$ cat src/rtl/core_pkg.sv
// Shared RV32I definitions: major opcodes (also used by the control decoder),
// the request class encoding and the halt word.
package core_pkg;

  localparam logic [6:0] OPC_OP     = 7'b0110011;
  localparam logic [6:0] OPC_OP_IMM = 7'b0010011;
  localparam logic [6:0] OPC_LOAD   = 7'b0000011;
  localparam logic [6:0] OPC_STORE  = 7'b0100011;
  localparam logic [6:0] OPC_BRANCH = 7'b1100011;
  localparam logic [6:0] OPC_JAL    = 7'b1101111;
  localparam logic [6:0] OPC_JALR   = 7'b1100111;
  localparam logic [6:0] OPC_LUI    = 7'b0110111;
  localparam logic [6:0] OPC_SYSTEM = 7'b1110011;

  localparam logic [31:0] ECALL_WORD = 32'h0000_0073;

  typedef enum logic [3:0] {
    CLS_R      = 4'd0,
    CLS_I      = 4'd1,
    CLS_LOAD   = 4'd2,
    CLS_STORE  = 4'd3,
    CLS_BRANCH = 4'd4,
    CLS_JAL    = 4'd5,
    CLS_JALR   = 4'd6,
    CLS_LUI    = 4'd7,
    CLS_SYSTEM = 4'd8
  } instr_class_e;

  typedef enum logic [2:0] {
    ST_IDLE,
    ST_ACTIVE,
    ST_EMIT_HALT,
    ST_DONE,
    ST_ERROR
  } enc_state_e;

endpackage

$ cat src/rtl/instr_packer.sv
// Combinational field packer: instruction class plus fields -> RV32I word.
// Class codes outside the defined set raise illegal_o.
module instr_packer
  import core_pkg::*;
(
  input  logic [3:0]  class_i,
  input  logic [4:0]  rd_i,
  input  logic [4:0]  rs1_i,
  input  logic [4:0]  rs2_i,
  input  logic [2:0]  funct3_i,
  input  logic [6:0]  funct7_i,
  input  logic [31:0] imm_i,
  output logic [31:0] word_o,
  output logic        illegal_o
);

  // Select the bit layout for the requested class.
  always_comb begin
    // NOTE: every output gets a default first so no path leaves it unassigned (no latch).
    word_o    = '0;
    illegal_o = 1'b0;
    case (class_i)
      CLS_R:      word_o = {funct7_i, rs2_i, rs1_i, funct3_i, rd_i, OPC_OP};
      CLS_I:      word_o = {imm_i[11:0], rs1_i, funct3_i, rd_i, OPC_OP_IMM};
      CLS_LOAD:   word_o = {imm_i[11:0], rs1_i, funct3_i, rd_i, OPC_LOAD};
      CLS_JALR:   word_o = {imm_i[11:0], rs1_i, 3'b000, rd_i, OPC_JALR};
      CLS_STORE:  word_o = {imm_i[11:5], rs2_i, rs1_i, funct3_i, imm_i[4:0], OPC_STORE};
      CLS_BRANCH: word_o = {imm_i[12], imm_i[10:5], rs2_i, rs1_i, funct3_i,
                            imm_i[4:1], imm_i[11], OPC_BRANCH};
      CLS_JAL:    word_o = {imm_i[20], imm_i[10:1], imm_i[11], imm_i[19:12], rd_i, OPC_JAL};
      CLS_LUI:    word_o = {imm_i[31:12], rd_i, OPC_LUI};
      CLS_SYSTEM: word_o = ECALL_WORD;
      default:    illegal_o = 1'b1;
    endcase
  end

endmodule

$ cat src/rtl/instr_stream_encoder.sv
// Streaming instruction encoder: accepts field-level requests, writes encoded
// words to consecutive instruction-memory addresses and appends an ecall after
// the last request. The final memory slot is always kept for that ecall.
module instr_stream_encoder
  import core_pkg::*;
#(
  parameter int unsigned           ADDR_W    = 10,
  parameter logic [ADDR_W-1:0]     BASE_ADDR = '0
) (
  input  logic              clk_i,
  input  logic              rst_ni,
  input  logic              start_i,
  input  logic              req_valid_i,
  output logic              req_ready,
  input  logic [3:0]        req_class_i,
  input  logic [4:0]        req_rd_i,
  input  logic [4:0]        req_rs1_i,
  input  logic [4:0]        req_rs2_i,
  input  logic [2:0]        req_funct3_i,
  input  logic [6:0]        req_funct7_i,
  input  logic [31:0]       req_imm_i,
  input  logic              req_last_i,
  output logic              imem_we,
  output logic [ADDR_W-1:0] imem_addr,
  output logic [31:0]       imem_wdata,
  output logic [ADDR_W:0]   word_count,
  output logic              done,
  output logic              error
);

  // Count value at which only the ecall slot remains.
  localparam logic [ADDR_W:0] LAST_SLOT = {1'b0, {ADDR_W{1'b1}}};
  localparam logic [ADDR_W:0] CNT_ONE   = {{ADDR_W{1'b0}}, 1'b1};

  enc_state_e        state_q;
  logic              imem_we_q;
  logic [ADDR_W-1:0] imem_addr_q;
  logic [31:0]       imem_wdata_q;
  logic [ADDR_W:0]   count_q;
  logic              done_q;
  logic              error_q;

  logic [31:0]       pk_word;
  logic              pk_illegal;

  instr_packer u_packer (
    .class_i   (req_class_i),
    .rd_i      (req_rd_i),
    .rs1_i     (req_rs1_i),
    .rs2_i     (req_rs2_i),
    .funct3_i  (req_funct3_i),
    .funct7_i  (req_funct7_i),
    .imm_i     (req_imm_i),
    .word_o    (pk_word),
    .illegal_o (pk_illegal)
  );

  // Ready depends on state only, never on req_valid_i.
  assign req_ready = (state_q == ST_ACTIVE);

  // Program FSM with registered write port, counter and status flags.
  always_ff @(posedge clk_i or negedge rst_ni) begin
    if (!rst_ni) begin
      state_q      <= ST_IDLE;
      imem_we_q    <= 1'b0;
      imem_addr_q  <= BASE_ADDR;
      imem_wdata_q <= '0;
      count_q      <= '0;
      done_q       <= 1'b0;
      error_q      <= 1'b0;
    end else begin
      // NOTE: non-blocking assignments so every register samples pre-edge values.
      imem_we_q <= 1'b0;
      if (start_i) begin
        // A write registered last cycle is already on the port and completes now.
        state_q <= ST_ACTIVE;
        count_q <= '0;
        done_q  <= 1'b0;
        error_q <= 1'b0;
      end else begin
        case (state_q)
          ST_ACTIVE: begin
            if (req_valid_i) begin
              if (pk_illegal || count_q == LAST_SLOT) begin
                state_q <= ST_ERROR;
                error_q <= 1'b1;
              end else begin
                imem_we_q    <= 1'b1;
                imem_addr_q  <= BASE_ADDR + count_q[ADDR_W-1:0];
                imem_wdata_q <= pk_word;
                count_q      <= count_q + CNT_ONE;
                if (req_last_i) state_q <= ST_EMIT_HALT;
              end
            end
          end
          ST_EMIT_HALT: begin
            imem_we_q    <= 1'b1;
            imem_addr_q  <= BASE_ADDR + count_q[ADDR_W-1:0];
            imem_wdata_q <= ECALL_WORD;
            count_q      <= count_q + CNT_ONE;
            state_q      <= ST_DONE;
          end
          ST_DONE: begin
            // Flag completion once the ecall write has been presented.
            done_q <= 1'b1;
          end
          default: ;
        endcase
      end
    end
  end

  assign imem_we    = imem_we_q;
  assign imem_addr  = imem_addr_q;
  assign imem_wdata = imem_wdata_q;
  assign word_count = count_q;
  assign done       = done_q;
  assign error      = error_q;

endmodule

$ cat config.mk
export PLATFORM = sky130hd
export DESIGN_NAME = instr_stream_encoder
export DESIGN_NICKNAME = d
export VERILOG_FILES = /design/src/rtl/core_pkg.sv /design/src/rtl/instr_packer.sv /design/src/rtl/instr_stream_encoder.sv
export SDC_FILE = /design/constraint.sdc
export NUM_CORES = 1
export LEC_CHECK = 0
export ABC_CLOCK_PERIOD_IN_PS = 2750
export BUFFER_PORTS_ARGS = -buffer_cell sky130_fd_sc_hd__clkbuf_2
export CORE_MARGIN = 1.5
export CORE_UTILIZATION = 40
export DETAILED_ROUTE_END_ITERATION = 7
export GPL_TIMING_DRIVEN = 0
export PLACE_DENSITY = 0.68
export SLEW_MARGIN = 20
export SYNTH_ARGS = -nofsm -noshare
export SYNTH_HDL_FRONTEND = slang
export SYNTH_SLANG_ARGS = --single-unit
$ cat constraint.sdc
create_clock -name clk_i -period 2.75 [get_ports clk_i]
set_input_delay 0.55 -clock clk_i [delete_from_list [all_inputs] [get_ports clk_i]]
set_output_delay 0.55 -clock clk_i [all_outputs]
set_load 0.01 [all_outputs]
# Yosys cells after proc, flatten, opt, wreduce, memory -nomap -nowiden
# Cells that the tools add are included.
# totals
latchBits	0
output_inout_bits	57
mem_count	0
ramBits	0
in_bits	66
rom_bits	0
elab_cells	66
reg_bits	59
# op_classes
mul	0
n_lt_le_gt_ge	0
eq_ne	17
n_bitwise	1
n_div	0
mux	27
n_shift	0
add_sub_neg	1
n_reduce_logical	13
# op_table
cell	n
$pmux 32 s9	1
$mux 32	2
$pmux 32 s2	1
$mux 11	3
$pmux 11 s2	1
$mux 10	2
$pmux 10 s2	1
$eq 4x3->1 const B	4
$mux 3	4
$add 11x1->11 const B	1
$eq 11x10->1 const B	1
$mux 1	10
$reduce_bool 2->1	5
$reduce_and 3->1	3
$reduce_or 9->1	1
$eq 4x2->1 const B	2
$eq 3x2->1 const B	2
$ne 3x3->1 const B	2
$pmux 3 s2	1
$eq 4x1->1 const B	1
$eq 4x4->1 const B	1
$logic_not 4->1	1
$ne 2x2->1 const B	2
$ne 4x2->1 const B	1
6 further kinds	6

# Longest topological paths before layout
# Gate-level depths: netlist of run 1.
# depth
word_depth	8
ltp_mapped	9
ltp_nobuf	7

# Cells and area by module
# From an unflattened synthesis of run 1, not the netlist that was laid out.
# unflattened
cells_unflattened	382
hier_area_um2	3552.2
# modules_own_cells
module	cells_per_inst	instances	seq_area_each_um2	area_each_um2
instr_stream_encoder	255	1	1476.4	2745.1
instr_packer	127	1	0.0	807.0

# Least setup slack after synthesis of run 1
# OpenSTA, ideal clock, no wires.
# synth_path
path_type	input to register
from	input req_class_i[0]
to	register imem_wdata_q[3] (netlist: imem_wdata[3])
t_arrival_ps	2070
required_ps	2614
path_buffers	4
stages	9
setup_time_ps	136
setup_slack_ps	544
path_cell_list	buf_6 > o31ai_4 > a31oi_1 > or4_1 > buf_2 > buf_6 > buf_2 > nand2_1 > o41ai_2
# synth_between
elab_chain_len	6
word_cells_on_any_way	18
classes_between	eq/ne: 9; mux: 5; reduce/logical: 4
# synth_lines
element	line_no	rtl
start, declared	instr_stream_encoder.sv:15	input logic [3:0] req_class_i,
$eq 4x1->1 (tied with other cells)	instr_packer.sv:22	case (class_i)
$reduce_or 9->1 (no line)	-	
$mux 1	instr_packer.sv:22	
$logic_or 1x1->1	instr_stream_encoder.sv:84	if (pk_illegal || count_q == LAST_SLOT) begin
$ne 2x2->1 (no line)	-	
$reduce_and 4->1 (no line)	-	
end signal, assigned	instr_stream_encoder.sv:90	imem_wdata_q <= pk_word;
end, declared	instr_stream_encoder.sv:38	logic [31:0] imem_wdata_q;
# Several ways; a longest one is shown, not always the timed one. The select of a mux whose other input is x is not followed.
# A chain may end at the register's enable or synchronous reset.

# Worst setup path after layout of run 1
# layout_path
from	register count_q[0] (netlist: word_count[0])
to	register count_q[6] (netlist: word_count[6])
# layout_between
elab_chain_len	5
word_cells_on_any_way	9
classes_between	add/sub: 1; eq/ne: 2; mux: 4; reduce/logical: 2
# layout_lines
element	line_no	rtl
start, declared	instr_stream_encoder.sv:39	logic [ADDR_W:0] count_q;
start signal, assigned	instr_stream_encoder.sv:91	count_q <= count_q + CNT_ONE;
start signal, assigned	instr_stream_encoder.sv:100	count_q <= count_q + CNT_ONE;
$add 11x1->11	instr_stream_encoder.sv:91, instr_stream_encoder.sv:100	
$mux 11	instr_stream_encoder.sv:84	
$mux 11	instr_stream_encoder.sv:83	if (req_valid_i) begin
$pmux 11 s2	instr_stream_encoder.sv:81	case (state_q)
$mux 11	instr_stream_encoder.sv:74	if (start_i) begin
# Several ways; a longest one is shown, not always the timed one. The select of a mux whose other input is x is not followed.

==> reports/results.tsv, run 1 <==
metric	value	unit
run status	completed	
clock sink total	58	
Critical Path Fanout Max	10	
Pre-Repair DR Iteration Count	5	
Rows	32	
syn_area_per_cell	9.11	sq um
Tcrit/Tclk final	0.877	
Ys Warns	0	
final setup vio count	0	
post-synthesis adder-cell area fraction	0.00394	
clock transition at the registers of the reported paths	70	ps
first-pass GRT wire length	14900	um
Final #Nets	547	
post-synthesis compound-gate area fraction	0.268	
CTS Buf Count	9	
Tmin final	2410	ps
Final Core Density	0.538	
P&R area growth vs syn	30.7	%
max-slew violations	0	
DPL Wire Length	6700	um
area of the core	7730	sq um
Synth Register Bits	58	
ANT cells	0	
initial detailed-routing violation count	182	
Worst EP arrival	2660	ps
Critical Path Source Type	flip-flop	
vias in the first global route	3053	
Hold Crit Class	input port to async pin	
fmax	0.415	GHz
# hold bufs at CTS	0	
ys flop type	dfrtp_1	
worst-margin pin slew	834	ps
Synth Cell Area	3180	sq um
Post-CTS Resized	0	
PwrDens	608	nW/um^2
gr usage total	0.227	
post-synth cell types	50	
DRT Wirelength	9090	um
Clock Latency Late Sink	340	ps
Die ar.	8490	sq um
Mapped Nets	416	
Synth Area in XOR/XNOR	0.00275	
sequential element share of the synthesized area	0.457	
Setup Fix Bufs, Post-CTS	0	
Async SR Flop Fraction	1.00	
Fin Hold WS	141	ps
critical path type	flip-flop to flip-flop	
vias per cell	5.50	
worst relative slew slack	0.438	
main combinational cell family by area after synthesis	compound AO/OA/AOI/OAI gates	
Die H	92.2	um
Die X	92.2	um
CTS tree	yes	
layout cells sized above 1	0.326	
Fill cells	750	
io pins	123	
Final WS setup	337	ps
Synth Instances	349	
WL/cell	15.5	um
setup total negative slack	0	ps
vias	3229	
initial antenna violation count	0	
H-tree lvl count	3	
Final Wtd Congestion	0.873	
mux cell area share after synthesis	0.0354	
port bufs	119	
clk_skew	7.77	ps
antenna-violating nets left	0	
Post-Synth Simple-Gate Area	0.179	
pre-CTS setup slack	284	ps
LEAKAGE	2.13	nW
Hold Fails Final Rpt	0	
Root Driver	clkbuf_8	
Initial Util	0.411	
FF-to-FF setup slack	340	ps
peak supply drop	0.257	mV
unrepaired setup endpoints after global routing	false	
Max Buffers Root-to-Sink	2	
kind of end point of the critical path	flip-flop	
MaxCap Viol Count	0	
Residual DRC	0	
Critical Path RT	2990	ps
number of flops mapped to enable cells by yosys	0	
remaining global-route overflow	0	
largest net degree at the start of global routing	36	
critical path: stages, from the launching register on:
cell      delay [ps]
dfrtp_1          460
ha_1             260
nand3_1          170
or3_1            390
clkbuf_1         180
a211oi_2         570
o21ai_0          200
o31ai_1          100
per-stage QoR:
step / instance area (sq um) / std cells / total power, W
CTS: 4150 / 587 / 0.00254
detailed placement: 3930 / 571 / 0.00162
floorplan: 3180 / 349 / 0.00135
global placement: 3900 / 570 / 0.00161
finish: 4150 / 587 / 0.00252
global route: 4150 / 587 / 0.00265
synth_stat cells, drive strengths merged (2+ instances only):
| master | number | area [sq um] |
|---|---|---|
| a211oi | 9 | 72.6 |
| a21o | 7 | 52.6 |
| a21oi | 12 | 60.1 |
| a221oi | 4 | 35.0 |
| a22o | 9 | 78.8 |
| a22oi | 4 | 30.0 |
| a31oi | 4 | 25.0 |
| and2 | 2 | 12.5 |
| and3 | 7 | 43.8 |
| buf | 16 | 91.3 |
| clkbuf | 15 | 57.6 |
| dfrtp | 58 | 1450 |
| inv | 7 | 26.3 |
| mux2i | 9 | 90.1 |
| nand2 | 66 | 248 |
| nand2b | 3 | 18.8 |
| nand3 | 11 | 55.1 |
| nor2 | 14 | 52.6 |
| nor2b | 9 | 56.3 |
| o21ai | 25 | 125 |
| o221ai | 6 | 52.6 |
| o22ai | 6 | 37.5 |
| o31ai | 24 | 194 |
| o41ai | 2 | 32.5 |
| or3 | 3 | 18.8 |
layout by cell type, fill, tap and decap left out, drive strengths merged, types with 2 or more instances in the layout:
| cell | instances |
|---|---|
| nand2 | 66 |
| o31ai | 24 |
| nor2b | 9 |
| o221ai | 6 |
| clkinv | 2 |
| a21o | 7 |
| a221oi | 4 |
| o21ai | 25 |
| nor2 | 14 |
| a22o | 9 |
| o41ai | 2 |
| a211oi | 9 |
| a31oi | 4 |
| nand2b | 3 |
| and2 | 2 |
| or3 | 3 |
| o22ai | 6 |
| bufinv | 2 |
| dfrtp | 58 |
| nand3 | 11 |
| buf | 17 |
| clkbuf | 146 |
| a21oi | 12 |
| and3 | 7 |
| mux2i | 9 |
| a22oi | 4 |
| inv | 7 |
where the power goes:
group | internal [W] | switching [W] | leakage, nW
clock network | 0.000560 | 0.000356 | 0.117
registers | 0.000971 | 0.0000727 | 0.775
logic | 0.000243 | 0.000322 | 1.24
total | 0.00177 | 0.000751 | 2.13
sequential cells by signal (all words and copies together), names as in the netlist:
name and cells:
imem_wdata 31, done 1, error 1, imem_addr 10
imem_we 1, state_q 3, word_count 11
area by class of cell:
class	instances	area, sq um	area share
multi-input cells	253	1550	0.374
flip-flops and latches	58	1450	0.349
repair buffers	120	618	0.149
clock buffers	12	155	0.0373
plain buffers	31	149	0.0358
well taps	102	128	0.0307
clock inverters	4	73.8	0.0178
inverters	7	26.3	0.00633
routing by layer:
layer,track usage,part of all wire,up-vias
met3,0.0539,0.065,11
li1,-,-,1547
met5,0,0,-
met2,0.373,0.48,134
met1,0.298,0.45,1537
met4,0.0615,0.014,0
kinds of logic after synthesis:
group,after synthesis
fa+ha+maj,1
mux,10
buf+inv,38
simple gates,123
xor+xnor,1
compound gates,118
flops,58
worst paths after layout:
check	startpoint	to	cells past startpoint
worst min-delay path	rst_ni	state_q[1]	1
worst max register to register	word_count[0]	word_count[6]	7
min in group clk_i	req_last_i	state_q[0]	2
worst max-delay path	word_count[0]	word_count[6]	7
worst min register to register	imem_addr[6]	imem_addr[6]	2
max in group asynchronous	rst_ni	imem_wdata[27]	2
(Power assumes the default switching activity.)
==> run 2: changes to the inputs <==
--- a/config.mk
+++ b/config.mk
@@ -11,8 +11,10 @@
 export CORE_UTILIZATION = 40
 export DETAILED_ROUTE_END_ITERATION = 7
 export GPL_TIMING_DRIVEN = 0
-export PLACE_DENSITY = 0.68
+export PLACE_DENSITY = 0.66
 export SLEW_MARGIN = 20
 export SYNTH_ARGS = -nofsm -noshare
 export SYNTH_HDL_FRONTEND = slang
+export SYNTH_HIERARCHICAL = 1
 export SYNTH_SLANG_ARGS = --single-unit
+export TNS_END_PERCENT = 5
==> run 2 against run 1 <==
Effect of this change: routed wire length increased by 2.5%; flip-flop and latch count increased by 1; via count increased by 1.6%; count of clock-buffer cells in the layout unchanged; highest routed layer unchanged; critical path depth increased by 2; power increased by 5.2%; worst setup slack got worse by 130 ps; largest cell class unchanged; register-to-register slack improved by 330 ps; area after synthesis increased by 12%; synthesized cell count increased by 9.5%; combinational power increased by 24%; cell area increased by 9.1%.
==> reports/results.tsv, run 2 <==
metric	value	unit
Die H	97.2	um
remaining global-route overflow	0	
gr usage total	0.200	
final setup vio count	0	
Rows	34	
Die X	97.2	um
Comb pwr share	0.263	
clk_skew	9.95	ps
kind of end point of the critical path	flip-flop	
fmax	0.393	GHz
cell with the most instances after synthesis	dfrtp_1	
peak supply drop	0.261	mV
CP max stage cell	or3_1	
Mapped Nets	449	
Tmin final	2550	ps
PwrDens	586	nW/um^2
worst-margin pin slew	548	ps
sequential element share of the synthesized area	0.416	
largest cells by area after synthesis	dfrtp_1 (42%), mux2i_1 (9.9%), nand2_1 (4.5%)	
post-synth cell types	52	
most area-hungry cell type in the Yosys netlist	dfrtp_1	
WL/cell	14.8	um
DRT Wirelength	9320	um
Synth Cell Area	3550	sq um
CTS tree	yes	
Critical Path Fanout Max	10	
first-pass GRT wire length	15200	um
ys flop type	dfrtp_1	
main combinational cell family by area after synthesis	simple AND/OR/NAND/NOR gates	
Ys Warns	6	
Post-CTS Resized	0	
initial detailed-routing violation count	144	
MaxCap Viol Count	0	
Pwr Total	0.00266	W
clock transition at the registers of the reported paths	70	ps
setup total negative slack	0	ps
Synth Instances	382	
Psw	0.000847	W
Initial Util	0.409	
most frequent cells in the layout	clkbuf_2 (118), dfrtp_1 (59), nand2_1 (43), inv_1 (42), mux2i_1 (35)	
Final #Nets	583	
critical path type	input port to flip-flop	
vias in the first global route	3050	
clock power share	0.311	
worst relative slew slack	0.632	
Net Sw Frac	0.319	
# hold bufs at CTS	0	
area of the core	8680	sq um
vias per cell	5.22	
top cell types by occurrence after synthesis	dfrtp_1 (59), nand2_1 (43), inv_1 (42)	
number of flops mapped to enable cells by yosys	0	
Critical Path RT	2980	ps
Clock Latency Late Sink	340	ps
DP Cell Count	610	
Tcrit/Tclk final	0.926	
io pins	123	
Worst EP arrival	2770	ps
Synth Area in XOR/XNOR	0.00247	
Root Driver	clkbuf_8	
max-slew violations	0	
post-synthesis compound-gate area fraction	0.143	
Die ar.	9450	sq um
Final Wtd Congestion	0.842	
layout cells sized above 1	0.328	
ANT cells	0	
mux cell area share after synthesis	0.137	
Critical Path Source Type	input port	
clock sink total	59	
unrepaired setup endpoints after global routing	false	
pre-CTS setup slack	-343	ps
syn_area_per_cell	9.30	sq um
Post-Synth Simple-Gate Area	0.214	
CTS Buf Count	9	
Pre-Repair DR Iteration Count	6	
Hold Fails Final Rpt	0	
run status	completed	
vias	3282	
H-tree lvl count	3	
commonest non-fill, non-tap cell in the layout	clkbuf_2	
Hold Crit Class	input port to async pin	
initial antenna violation count	0	
CP peak stage delay	430	ps
Residual DRC	0	
DPL Wire Length	6910	um
Non-Filler Instances	629	
Placed Area	4310	sq um
post-synthesis adder-cell area fraction	0.00352	
Final Cell Area	4530	sq um
flip-flop count of the largest register after layout	32	
share of the synthesized area in the top cell type	0.416	
part of the power in registers	0.426	
Async SR Flop Fraction	1.00	
CP cell instances	clkbuf_2 > buf_2 > or3_1 > and2_1 > and4bb_2 > o21ai_2 > nor3_4 > buf_4 > mux2_1	
P&R area growth vs syn	27.6	%
Max Buffers Root-to-Sink	2	
LEAKAGE	2.24	nW
port bufs	119	
Final WS setup	205	ps
Synth Register Bits	59	
antenna-violating nets left	0	
Pint	0.00181	W
largest net degree at the start of global routing	32	
-- run 2: changes by cell type after synthesis, sizes merged, moves of 7 or more --
cell    change
a21o        -7
inv        +35
a22o        -9
mux2       +12
o31ai      -17
nand2      -23
o21ai       -9
a21oi      +11
mux2i      +26
a211oi      -7
-- run 2: per-stage QoR --
step | utilization | hold WS, ps
final | 0.522 | 171
after global routing | 0.522 | 200
after CTS | 0.520 | 186
after detailed placement | 0.496 | 475
after global placement | 0.494 | 469
after floorplan | - | 254
-- run 2: path summary, 6_finish.rpt --
path	startpoint	endpoint	slack, ps	cells past startpoint
worst max-delay path	req_class_i[1]	imem_addr[2]	200	9
worst min-delay path	rst_ni	imem_wdata[15]	170	1
worst max register to register	word_count[0]	word_count[7]	670	6
worst min register to register	imem_addr[4]	imem_addr[4]	490	1
max in group asynchronous	rst_ni	imem_wdata[2]	2080	2
min in group clk_i	imem_addr[4]	imem_addr[4]	490	1
-- run 2: layout make-up --
type	count	area, sq um
multi-input cells	256	1780
inverters	42	158
clock buffers	12	155
well taps	108	135
plain buffers	25	143
fillers	824	4150
clock inverters	4	48.8
flip-flops and latches	59	1480
repair buffers	123	641
-- run 2: repair_timing --
action	4_1_cts	5_1_grt
setup buffers	0	3
endpoints found under the setup margin	0	7
hold endpoints to repair	0	0
-- run 2: cell families after synthesis --
kind of cell / Yosys count
compound gates: 77
xor+xnor: 1
fa+ha+maj: 1
buf+inv: 67
flops: 59
mux: 47
simple gates: 130
-- run 2: layer usage --
| metal | GRT usage | wire [um] |
|---|---|---|
| met3 | 0.0561 | 586 |
| met4 | 0.0626 | 136 |
| met1 | 0.266 | 4200 |
| met2 | 0.319 | 4400 |
| met5 | 0 | 0 |
-- run 2: worst max-delay path, delay by kind of cell --
kind                   cells  cell delay [ps]
AOI/OAI and AO/OA          1              140
buffers and inverters      3              520
muxes                      1              340
and+or+nand+nor            4             1200
-- run 2: power by group through the flow --
stage               combinational [W]  clock [W]  sequential [W]
detailed placement           0.000701          0         0.00115
finish                       0.000699   0.000827         0.00113
floorplan                    0.000302          0         0.00122
global route                 0.000777   0.000885         0.00115
global placement             0.000690          0         0.00114
CTS                          0.000706   0.000850         0.00113
